<file path="src/rtl/sequence_led_driver.sv">
// sequence_led_driver
//   Playback side of the memory-sequence game. One-cycle symbol strobes are
//   queued in a small FIFO and replayed one at a time: the symbol's LED is lit
//   for ON_CYCLES, then all LEDs are dark for GAP_CYCLES.
//
//   state | meaning
//   IDLE  | nothing playing; pops the FIFO head as soon as it is non-empty
//   ON    | one-hot LED lit, timer counting down the ON window
//   GAP   | all LEDs dark, timer counting down the gap; then next symbol or IDLE
//
// Ports
//   clk      in   system clock, rising edge
//   rst      in   asynchronous active-low reset
//   Pin      in   symbol strobe (each high cycle is one strobe)
//   Sym      in   symbol, sampled only when Pin=1
//   Clr      in   synchronous flush, wins over Pin
//   Led      out  registered one-hot LED drive, zero when dark
//   Busy     out  FSM not IDLE or FIFO non-empty
//   Full     out  FIFO holds DEPTH entries
//   Overflow out  sticky: a strobe was dropped
//   Done     out  one-cycle pulse when playback drains back to IDLE
module sequence_led_driver #(
  parameter int SYM_W      = 2,
  parameter int DEPTH      = 4,
  parameter int ON_CYCLES  = 25000000,
  parameter int GAP_CYCLES = 12500000,
  parameter int CNT_W      = 25
) (
  input  logic                  clk,
  input  logic                  rst,
  input  logic                  Pin,
  input  logic [SYM_W-1:0]      Sym,
  input  logic                  Clr,
  output logic [2**SYM_W-1:0]   Led,
  output logic                  Busy,
  output logic                  Full,
  output logic                  Overflow,
  output logic                  Done
);

  localparam int NUM_LEDS = 2**SYM_W;
  localparam int PTR_W    = $clog2(DEPTH);
  localparam int CW       = PTR_W + 1;

  typedef enum logic [1:0] {IDLE, ON, GAP} state_t;

  state_t               state, state_d;
  logic [CNT_W-1:0]     timer, timer_d;
  logic [NUM_LEDS-1:0]  led_d;
  logic                 done_d;
  logic                 pop, push, drop;
  logic [PTR_W-1:0]     wr_ptr, rd_ptr;
  logic [CW-1:0]        count;
  logic [SYM_W-1:0]     mem [DEPTH];
  logic [NUM_LEDS-1:0]  head_onehot;

  assign Full = (count == CW'(DEPTH));
  assign Busy = (state != IDLE) || (count != '0);

  // A pop in the same edge frees a slot, so a strobe is still accepted when Full.
  assign push = Pin && (!Full || pop);
  assign drop = Pin && Full && !pop;

  always_comb begin
    head_onehot = '0;
    head_onehot[mem[rd_ptr]] = 1'b1;
  end

  always_comb begin
    state_d = state;
    timer_d = timer;
    led_d   = Led;
    done_d  = 1'b0;
    pop     = 1'b0;
    case (state)
      IDLE: begin
        if (count != '0) begin
          pop     = 1'b1;
          led_d   = head_onehot;
          timer_d = CNT_W'(ON_CYCLES - 1);
          state_d = ON;
        end
      end
      ON: begin
        if (timer != '0) begin
          timer_d = timer - CNT_W'(1);
        end else begin
          led_d   = '0;
          timer_d = CNT_W'(GAP_CYCLES - 1);
          state_d = GAP;
        end
      end
      GAP: begin
        if (timer != '0) begin
          timer_d = timer - CNT_W'(1);
        end else if (count != '0) begin
          pop     = 1'b1;
          led_d   = head_onehot;
          timer_d = CNT_W'(ON_CYCLES - 1);
          state_d = ON;
        end else begin
          state_d = IDLE;
          done_d  = 1'b1;
        end
      end
      default: state_d = IDLE;
    endcase
  end

  always_ff @(posedge clk or negedge rst) begin
    if (!rst) begin
      state    <= IDLE;
      timer    <= '0;
      Led      <= '0;
      Done     <= 1'b0;
      Overflow <= 1'b0;
      wr_ptr   <= '0;
      rd_ptr   <= '0;
      count    <= '0;
    end else if (Clr) begin
      state    <= IDLE;
      timer    <= '0;
      Led      <= '0;
      Done     <= 1'b0;
      Overflow <= 1'b0;
      wr_ptr   <= '0;
      rd_ptr   <= '0;
      count    <= '0;
    end else begin
      state <= state_d;
      timer <= timer_d;
      Led   <= led_d;
      Done  <= done_d;
      if (drop) Overflow <= 1'b1;
      if (push) wr_ptr <= wr_ptr + PTR_W'(1);
      if (pop)  rd_ptr <= rd_ptr + PTR_W'(1);
      case ({push, pop})
        2'b10:   count <= count + CW'(1);
        2'b01:   count <= count - CW'(1);
        default: count <= count;
      endcase
    end
  end

  // Storage needs no reset; only entries below count are ever read.
  always_ff @(posedge clk) begin
    if (push && !Clr) mem[wr_ptr] <= Sym;
  end

endmodule

</file>
<file path="config.mk">
export PLATFORM = sky130hd
export DESIGN_NAME = sequence_led_driver
export DESIGN_NICKNAME = d
export VERILOG_FILES = /design/src/rtl/sequence_led_driver.sv
export SDC_FILE = /design/constraint.sdc
export NUM_CORES = 1
export LEC_CHECK = 0
export BUFFER_PORTS_ARGS = -buffer_cell sky130_fd_sc_hd__buf_4
export CORE_MARGIN = 5
export CORE_UTILIZATION = 45
export DETAILED_ROUTE_END_ITERATION = 10
export PLACE_DENSITY_LB_ADDON = 0.1
export SYNTH_ARGS = -nofsm -noshare
export SYNTH_HDL_FRONTEND = slang
export SYNTH_SLANG_ARGS = --single-unit
export TNS_END_PERCENT = 50
</file>
<file path="constraint.sdc">
create_clock -name clk -period 4.9 [get_ports clk]
set_input_delay 0.98 -clock clk [delete_from_list [all_inputs] [get_ports clk]]
set_output_delay 0.98 -clock clk [all_outputs]
set_load 0.03 [all_outputs]
</file>
Word-level counts from Yosys, hierarchy flattened
Memory sizes are Yosys's and may differ from the RTL's.
Index checks and enable logic that the tools add are counted.
{ "classes": {"add_sub_neg": 5, "n_lt_le_gt_ge": 2, "n_eq_ne": 8, "n_mux": 35, "n_reduce_logical": 21} }
{ "ops": {"columns": ["operator", "n"], "rows": [
  ["two-way mux 25 bit", 4],
  ["one-hot mux 25 bit (3 select lines)", 1],
  ["nonzero test 25 bit", 1],
  ["subtractor 25 x 1 -> 25 bit, second input constant", 1],
  ["two-way mux 2 bit", 8],
  ["two-way mux 4 bit", 4],
  ["two-way mux 1 bit", 12],
  ["one-hot mux 4 bit (3 select lines)", 1],
  ["inequality test 3 bit, second input constant", 3],
  ["nonzero test 2 bit", 4],
  ["one-hot mux 2 bit (3 select lines)", 1],
  ["one-hot mux 3 bit (2 select lines)", 1],
  ["AND reduction 3 bit", 2],
  ["nonzero test 3 bit", 2],
  ["logical AND 1 bit", 5],
  ["adder 2 x 1 -> 2 bit, second input constant", 2],
  ["equality test 2 x 1 -> 1 bit, second input constant", 2],
  ["equality test 2 bit, second input constant", 2],
  ["nonzero test 4 bit", 1],
  ["adder 3 x 1 -> 3 bit, second input constant", 1],
  ["equality test 3 bit, second input constant", 1],
  ["logical NOT 1 bit", 3],
  ["less-than comparator 2 x 3 -> 1 bit, second input constant", 1],
  ["two-way mux 3 bit", 1],
  ["6 further kinds", 7]
]} }
{ "word_totals": {"reg_bits": 40, "mem_bits_rw": 8, "inputBits": 6, "output_inout_bits": 8, "elab_cells": 80, "n_memories": 1} }
{ "mem_list": {"columns": ["memory", "words", "word_bits", "read_ports", "rd_ports_with_merged_regs", "write_ports", "line_no", "source"], "rows": [
  ["mem", 4, 2, 1, 0, 1, "54", "logic [SYM_W-1:0] mem [DEPTH];"]
]} }

Depth between registers and ports, before layout
Gate-level depths: netlist (run 1).
{ "logic_depth": {"depth_word": 9, "ltp_mapped": 10, "mapped_depth_nobuf": 10} }

Worst setup path before layout (run 1)
Ideal clock, no wire load.
{ "synth_timing": {"path_kind": "in2reg", "startpoint": "in Pin", "endpoint": "reg count[2]", "setup_time_ns": 0.104, "arrival_ns": 2.791, "required_time_ns": 4.796, "slack_ns": 2.006, "cell_stages": 6, "path_buffers": 2, "path_cell_list": "clkbuf_1 > clkbuf_1 > nor3_1 > fa_1 > or4_1 > a221oi_1"} }
{ "synth_via": {"elab_chain_len": 4, "word_cells_on_any_way": 6, "cone_classes": "2 x eq/ne; 2 x mux; 2 x reduce/logical"} }
{ "synth_rtl": {"columns": ["element", "line_no", "source"], "rows": [
  ["from (decl)", "31", "input logic Pin,"],
  ["logical AND 1 bit (*)", "61", "assign push = Pin && (!Full || pop);"],
  ["equality test 2 x 1 -> 1 bit / equality test 2 bit (equally long branches)", "137", "case ({push, pop})"],
  ["one-hot mux 3 bit (2 select lines)", "137", null],
  ["two-way mux 3 bit", "120", "end else if (Clr) begin"],
  ["to (signal assigned)", "138", "2'b10: count <= count + CW'(1);"],
  ["to (signal assigned)", "139", "2'b01: count <= count - CW'(1);"],
  ["to (signal assigned)", "140", "default: count <= count;"],
  ["to (decl)", "53", "logic [CW-1:0] count;"]
]} }
Mark *: on every way between the ends. The rest lies on a longest branch, timed or not.
A chain may end at the register's enable or synchronous reset.

Final worst setup path (run 1)
{ "layout_timing": {"startpoint": "reg timer[15]", "endpoint": "reg count[2]"} }
{ "layout_via": {"elab_chain_len": 8, "word_cells_on_any_way": 10, "cone_classes": "2 x eq/ne; 4 x mux; 4 x reduce/logical"} }
{ "layout_rtl": {"columns": ["element", "line_no", "source"], "rows": [
  ["from (decl)", "48", "logic [CNT_W-1:0] timer, timer_d;"],
  ["from (signal assigned)", "131", "timer <= timer_d;"],
  ["nonzero test 25 bit (*)", "94", "if (timer != '0) begin"],
  ["two-way mux 1 bit (*)", "94", null],
  ["one-hot mux 1 bit (2 select lines) (*)", "75", "case (state)"],
  ["logical OR 1 bit", "61", null],
  ["logical AND 1 bit", "61", null],
  ["equality test 2 x 1 -> 1 bit / equality test 2 bit (equally long branches)", "137", null],
  ["one-hot mux 3 bit (2 select lines)", "137", null],
  ["two-way mux 3 bit", "120", null]
]} }
Marked as above.

==> results.yml, run 1 <==
clock_tree:
  cts_tree: "yes"
  postCtsHoldBufs: 0
  cts.clk_slew.worst_paths_ns: 0.11
  cts-root-buf: "clkbuf_8"
  postCtsSetupBuffers: 0
  cts.htree.levels: 2
  cts-buffers-inserted: 5
  insertion_delay_ns: 0.31
  cts_sinks: 48
  cts_buffer_depth: 2
  cts_resized: 0
global_route:
  overflow: 0
  grtUsageTotal: 0.196
  grt_pass1_wl_um: 13800
  grt_pass1_vias: 2636
  antenna_found_initial: 0
  grt_max_degree: 41
final_layout:
  n_antenna_cell: 0
  fill_cells: 694
  final_util: 0.485
  final_area_sq_um: 3480
  nets: 359
  area_growth_syn_to_layout_pct: 6.55
  drive_gt1_frac: 0.177
setup_path:
  critPathTopFamily: "simple AND/OR/NAND/NOR gates"
  critPathLaunchType: "flop"
  crit_arrival_ns: 3.53
  max_stage_delay_ns: 0.74
  crit_chain: "nor4_1 -> and4_1 -> a41oi_2 -> nor3_1 -> fa_1 -> and3b_1 -> o21ai_0 -> and3_1 -> a221oi_1"
  slowest_stage: "nor4_1"
  critPathKind: "reg2reg"
  crit_fanout: 8
  endpoint_kind: "flop"
  path_buf_inv: 0
  cp.required_ns: 5.12
power:
  leakage_uw: 0.00142
  combPwrFrac: 0.634
  p_seq_frac: 0.251
  powerDensity_nw_per_um2: 722
  pwr-share-clk: 0.115
  p_sw_uw: 1310
  p_total_uw: 2510
  switching_share: 0.521
  intPower_uw: 1200
  vdd_drop_max_uv: 399
timing:
  slew_headroom: 0.290
  finalHoldViolCount: 0
  drv_slew: 0
  finalCritPeriodShare: 0.675
  max_freq_mhz: 302
  fin_setup_tns_ns: 0
  setup_viol: 0
  worst_pin_slew_ns: 1.06
  min_period_ns: 3.31
  finalClockSkew_ns: 0.0141
  rsz0062_at_grt: "false"
detailed_routing:
  dr.pass1.iters: 5
  vias: 2847
  ant_nets: 0
  wl_per_cell_um: 18.9
  routed_wl_um: 8370
  viasPerCell: 6.43
  drt_iter0_drc: 207
  drcViolationCount: 0
synthesis:
  synthCells: 342
  synth_edf_count: 8
  ys_seq_area_frac: 0.380
  ys_types: 71
  synthDominantCellAreaShare: 0.306
  ys.flop_type: "dfrtp_1"
  yosysTopAreaCell: "dfrtp_1"
  yosysWarningCount: 0
  syn-num-nets: 358
  synth_most_common_cell: "dfrtp_1"
  synth-seq-cells: 48
  avgSynthCellArea_sq_um: 9.56
  async_reset_ff_frac: 0.833
  yosys-top-cells-area: "dfrtp_1 (31%), edfxtp_1 (7.4%), ha_1 (3.4%)"
  ys_top_cells_by_count: "dfrtp_1 (40), nor2_1 (26), inv_1 (19)"
  syn_area_sq_um: 3270
place:
  io_buffers: 13
  dpl_cell_area_sq_um: 3370
  dp_hpwl_um: 5760
  place_congestion: 0.935
die:
  die_y_um: 95.2
  die_x_um: 95.2
  io_pins: 14
  die-area_sq_um: 9070
  start_util: 0.455
  rows: 31
  coreArea_sq_um: 7180
run:
  cap_violations: 0
worst_hold_path:
  hold_path.class: "reg2reg"
run_status:
  status: "complete, no violations"
-- metrics by stage --
stage / setup WS [ns] / hold slack (ns) / instances
finish: 1.59 / 0.525 / 443
global placement: 1.68 / 0.494 / 435
global route: 1.29 / 0.540 / 443
CTS: 1.60 / 0.528 / 443
floorplan: 2.01 / 0.511 / 342
detailed placement: 1.67 / 0.500 / 435
-- cell usage in the layout (no fill, tap or decap), drive strengths merged, types with 4 or more instances in the layout --
cell type	count
o21ai	17
nor4	7
edfxtp	8
mux2	7
o221a	7
and4	4
ha	9
a21oi	18
a31oi	13
dfrtp	40
inv	20
a22oi	6
buf	16
o22a	7
o211ai	8
nand4	6
or4	6
a41oi	4
nand2	17
nor3	16
nand3	17
clkbuf	6
and3	8
nor2	26
o31ai	4
-- registers in the layout (all words and copies together) (netlist names) --
register / count
mem: 8
rd_ptr: 2
Overflow: 1
timer: 25
Done: 1
state: 2
wr_ptr: 2
count: 3
Led: 4
-- metal layers --
layer  routed length [um]  GRT usage  vias to the layer above  part of all wire
met1                 3930      0.293                     1403              0.47
li1                     -          -                     1319                 -
met4                  125     0.0481                        0             0.015
met5                    0          0                        -                 0
met2                 3790      0.296                      114              0.45
met3                  520     0.0292                       11             0.062
-- tightest hold or removal path, cell delays in order (launching register included) --
cell and delay [ns]:
dfrtp_1 0.36, a31oi_1 0.04, nor2_1 0.08
-- path summary, 6_finish.rpt --
path                       slack, ns  cells after the start                     to                   from
min in group asynchronous       0.64                      1     Led[3]$_DFFE_PN0P_                    rst
min reg2reg                     0.52                      2   Overflow$_DFFE_PN0P_   Overflow$_DFFE_PN0P_
min                             0.52                      2   Overflow$_DFFE_PN0P_   Overflow$_DFFE_PN0P_
max reg2reg                     1.59                      9   count[2]$_DFFE_PN0P_  timer[15]$_DFFE_PN0P_
max                             1.59                      9   count[2]$_DFFE_PN0P_  timer[15]$_DFFE_PN0P_
max in group asynchronous       3.88                      1  timer[11]$_DFFE_PN0P_                    rst
-- cell type report --
| class | instances | area, sq um | area share |
|---|---|---|---|
| clock buffer | 6 | 93.8 | 0.0269 |
| clock inverter | 2 | 16.3 | 0.00467 |
| inverter | 20 | 75.1 | 0.0216 |
| multi-input combinational | 252 | 1810 | 0.520 |
| sequential | 48 | 1240 | 0.356 |
| tap | 99 | 124 | 0.0356 |
| timing repair buffer | 16 | 120 | 0.0345 |
-- cell families (layout without fill, tap and decap cells) --
| group | after synthesis | in the layout | synth area share |
|---|---|---|---|
| multiplexers | 10 | 10 | 0.0410 |
| flip-flops | 48 | 48 | 0.380 |
| AND/OR/NAND/NOR | 122 | 122 | 0.209 |
| XOR/XNOR | 2 | 2 | 0.00536 |
| AO/OA/AOI/OAI | 108 | 108 | 0.258 |
| adder cells (fa/ha/maj) | 10 | 10 | 0.0406 |
| buffers and inverters | 42 | 44 | 0.0658 |
-- power groups by stage --
stage | Sequential [uW] | Clock (uW) | Combinational [uW]
6_report | 630 | 289 | 1590
5_1_grt | 646 | 311 | 1740
4_1_cts | 628 | 296 | 1570
3_5_place_dp | 637 | 0 | 1570
3_3_place_gp | 633 | 0 | 1570
2_1_floorplan | 624 | 0 | 1240
(Power assumes the default switching activity.)
==> run 2: changes to the inputs <==
- ABC_AREA: default -> 1
- clock period: 4.9 -> 3.1 ns (I/O delays scaled with it)
==> results.yml, run 2 <==
timing:
  max_freq_mhz: 386
  setup_viol: 0
  worst_pin_slew_ns: 0.537
  drv_slew: 0
  finalClockSkew_ns: 0.00796
  final_critical_path_setup_slack_ns: 0.507
  rsz0062_at_grt: "false"
  min_period_ns: 2.59
  finalCritPeriodShare: 0.837
  slew_headroom: 0.641
  finalHoldViolCount: 0
  fin_setup_tns_ns: 0
detailed_routing:
  drt_iter0_drc: 123
  ant_nets: 0
  dr.pass1.iters: 4
  viasPerCell: 5.13
  wl_per_cell_um: 13.5
  routed_wl_um: 7610
  vias: 2902
  drcViolationCount: 0
run:
  cap_violations: 0
global_route:
  grt_pass1_wl_um: 13200
  antenna_found_initial: 0
  overflow: 0
  grt_pass1_vias: 2777
  grtUsageTotal: 0.184
  grt_max_degree: 41
clock_tree:
  cts.clk_slew.worst_paths_ns: 0.10
  cts_buffer_depth: 2
  cts_resized: 0
  insertion_delay_ns: 0.31
  cts-root-buf: "clkbuf_8"
  postCtsSetupBuffers: 0
  cts_tree: "yes"
  cts_sinks: 48
  cts.htree.levels: 2
  cts-buffers-inserted: 5
  postCtsHoldBufs: 0
setup_path:
  rr_endpoint: "count[2]$_DFFE_PN0P_"
  critPathLaunchType: "flop"
  cp.required_ns: 2.48
  crit_path_frequent_cell: "nand2_1"
  ff2ff_path_depth: 13
  max_stage_delay_ns: 0.44
  slowest_stage: "dfrtp_1"
  critPathTopFamily: "simple AND/OR/NAND/NOR gates"
  crit_chain: "nor2_1 -> nand2_1 -> inv_1 -> nand2_1 -> buf_4"
  crit_arrival_ns: 1.97
  r2r_start: "count[0]$_DFFE_PN0P_"
  path_depth: 5
  critPathKind: "reg2out"
  path_buf_inv: 2
  endpoint_kind: "output pin"
  reg2reg_slack_ns: 0.68
  crit_fanout: 15
final_layout:
  fill_cells: 707
  regMostFlops: "timer"
  layout_commonest_cell: "nand2_1"
  n_antenna_cell: 0
  drive_gt1_frac: 0.104
  largest_reg_flops: 25
  instances_no_fill: 566
  final_util: 0.514
  multi_input_area_sq_um: 1700
  ff_latch_area_sq_um: 1240
  reg.largest.list: "timer (25), mem (8), Led (4)"
  layout_common_cells: "nand2_1 (131), inv_1 (58), nor2_1 (46)"
  nets: 485
  area_growth_syn_to_layout_pct: 9.84
synthesis:
  yosys-top-cells-area: "dfrtp_1 (31%), nand2_1 (15%), edfxtp_1 (7.5%)"
  synthCells: 455
  ys_seq_area_frac: 0.386
  yosysTopAreaCell: "dfrtp_1"
  ys.flop_type: "dfrtp_1"
  synth-seq-cells: 48
  synth_most_common_cell: "nand2_1"
  syn-num-nets: 471
  syn_area_sq_um: 3220
  synthDominantCellAreaShare: 0.311
  yosysWarningCount: 0
  ys_top_cells_by_count: "nand2_1 (131), inv_1 (58), nor2_1 (46)"
  avgSynthCellArea_sq_um: 7.07
  synth_edf_count: 8
  async_reset_ff_frac: 0.833
  ys_types: 34
die:
  die-area_sq_um: 8940
  die_y_um: 94.6
  start_util: 0.468
  die_x_um: 94.6
  io_pins: 14
  coreArea_sq_um: 6870
  rows: 30
power:
  vdd_drop_max_uv: 507
  powerDensity_nw_per_um2: 1120
  leakage_uw: 0.00178
run_status:
  status: "complete, no violations"
place:
  dpl_worst_slack_ns: 0.642
  dp_hpwl_um: 5730
  io_buffers: 13
  dp_cells: 558
  place_congestion: 0.906
worst_hold_path:
  hold_path.class: "in2async"
-- run 2: cell type report --
type	instances	share of cell area
Timing Repair Buffer	15	0.0319
Clock buffer	5	0.0195
Clock inverter	3	0.0135
Inverter	65	0.0691
Sequential cell	48	0.351
Multi-Input combinational cell	334	0.481
Tap cell	96	0.0340
-- run 2: worst max path at each step --
stage                    startpoint                   end
3_5_place_dp   count[0]$_DFFE_PN0P_  count[2]$_DFFE_PN0P_
4_1_cts        count[0]$_DFFE_PN0P_                  Busy
2_1_floorplan  state[0]$_DFFE_PN0P_  count[2]$_DFFE_PN0P_
3_3_place_gp   count[0]$_DFFE_PN0P_  count[2]$_DFFE_PN0P_
6_report       count[0]$_DFFE_PN0P_                  Busy
5_1_grt        count[0]$_DFFE_PN0P_                  Busy
-- run 2: per-layer routing --
layer / up-vias / track usage / wire length [um]
met4: 0 / 0.0469 / 74
met1: 1342 / 0.241 / 3450
met3: 7 / 0.0271 / 363
li1: 1494 / - / -
met5: - / 0 / 0
met2: 59 / 0.317 / 3730
-- run 2: cell families (layout without fill, tap and decap cells) --
group,Yosys count,count (layout),synth area share
buffers and inverters,73,88,0.0860
flip-flops,48,48,0.386
adder cells (fa/ha/maj),10,10,0.0412
XOR/XNOR,10,10,0.0272
AND/OR/NAND/NOR,247,247,0.338
AO/OA/AOI/OAI,67,67,0.122
-- run 2: metrics by stage --
step | power [uW] | hold slack, ns | cell area (sq um)
4_1_cts | 3980 | 0.292 | 3530
6_report | 3970 | 0.273 | 3530
3_5_place_dp | 3510 | 0.467 | 3420
2_1_floorplan | 2890 | 0.324 | 3220
5_1_grt | 4390 | 0.327 | 3530
3_3_place_gp | 3470 | 0.470 | 3420
-- run 2: power by group --
group | leakage, uW | internal (uW) | switching [uW]
combinational | 0.00111 | 770 | 1690
sequential | 0.000610 | 833 | 199
clock | 0.0000583 | 243 | 233
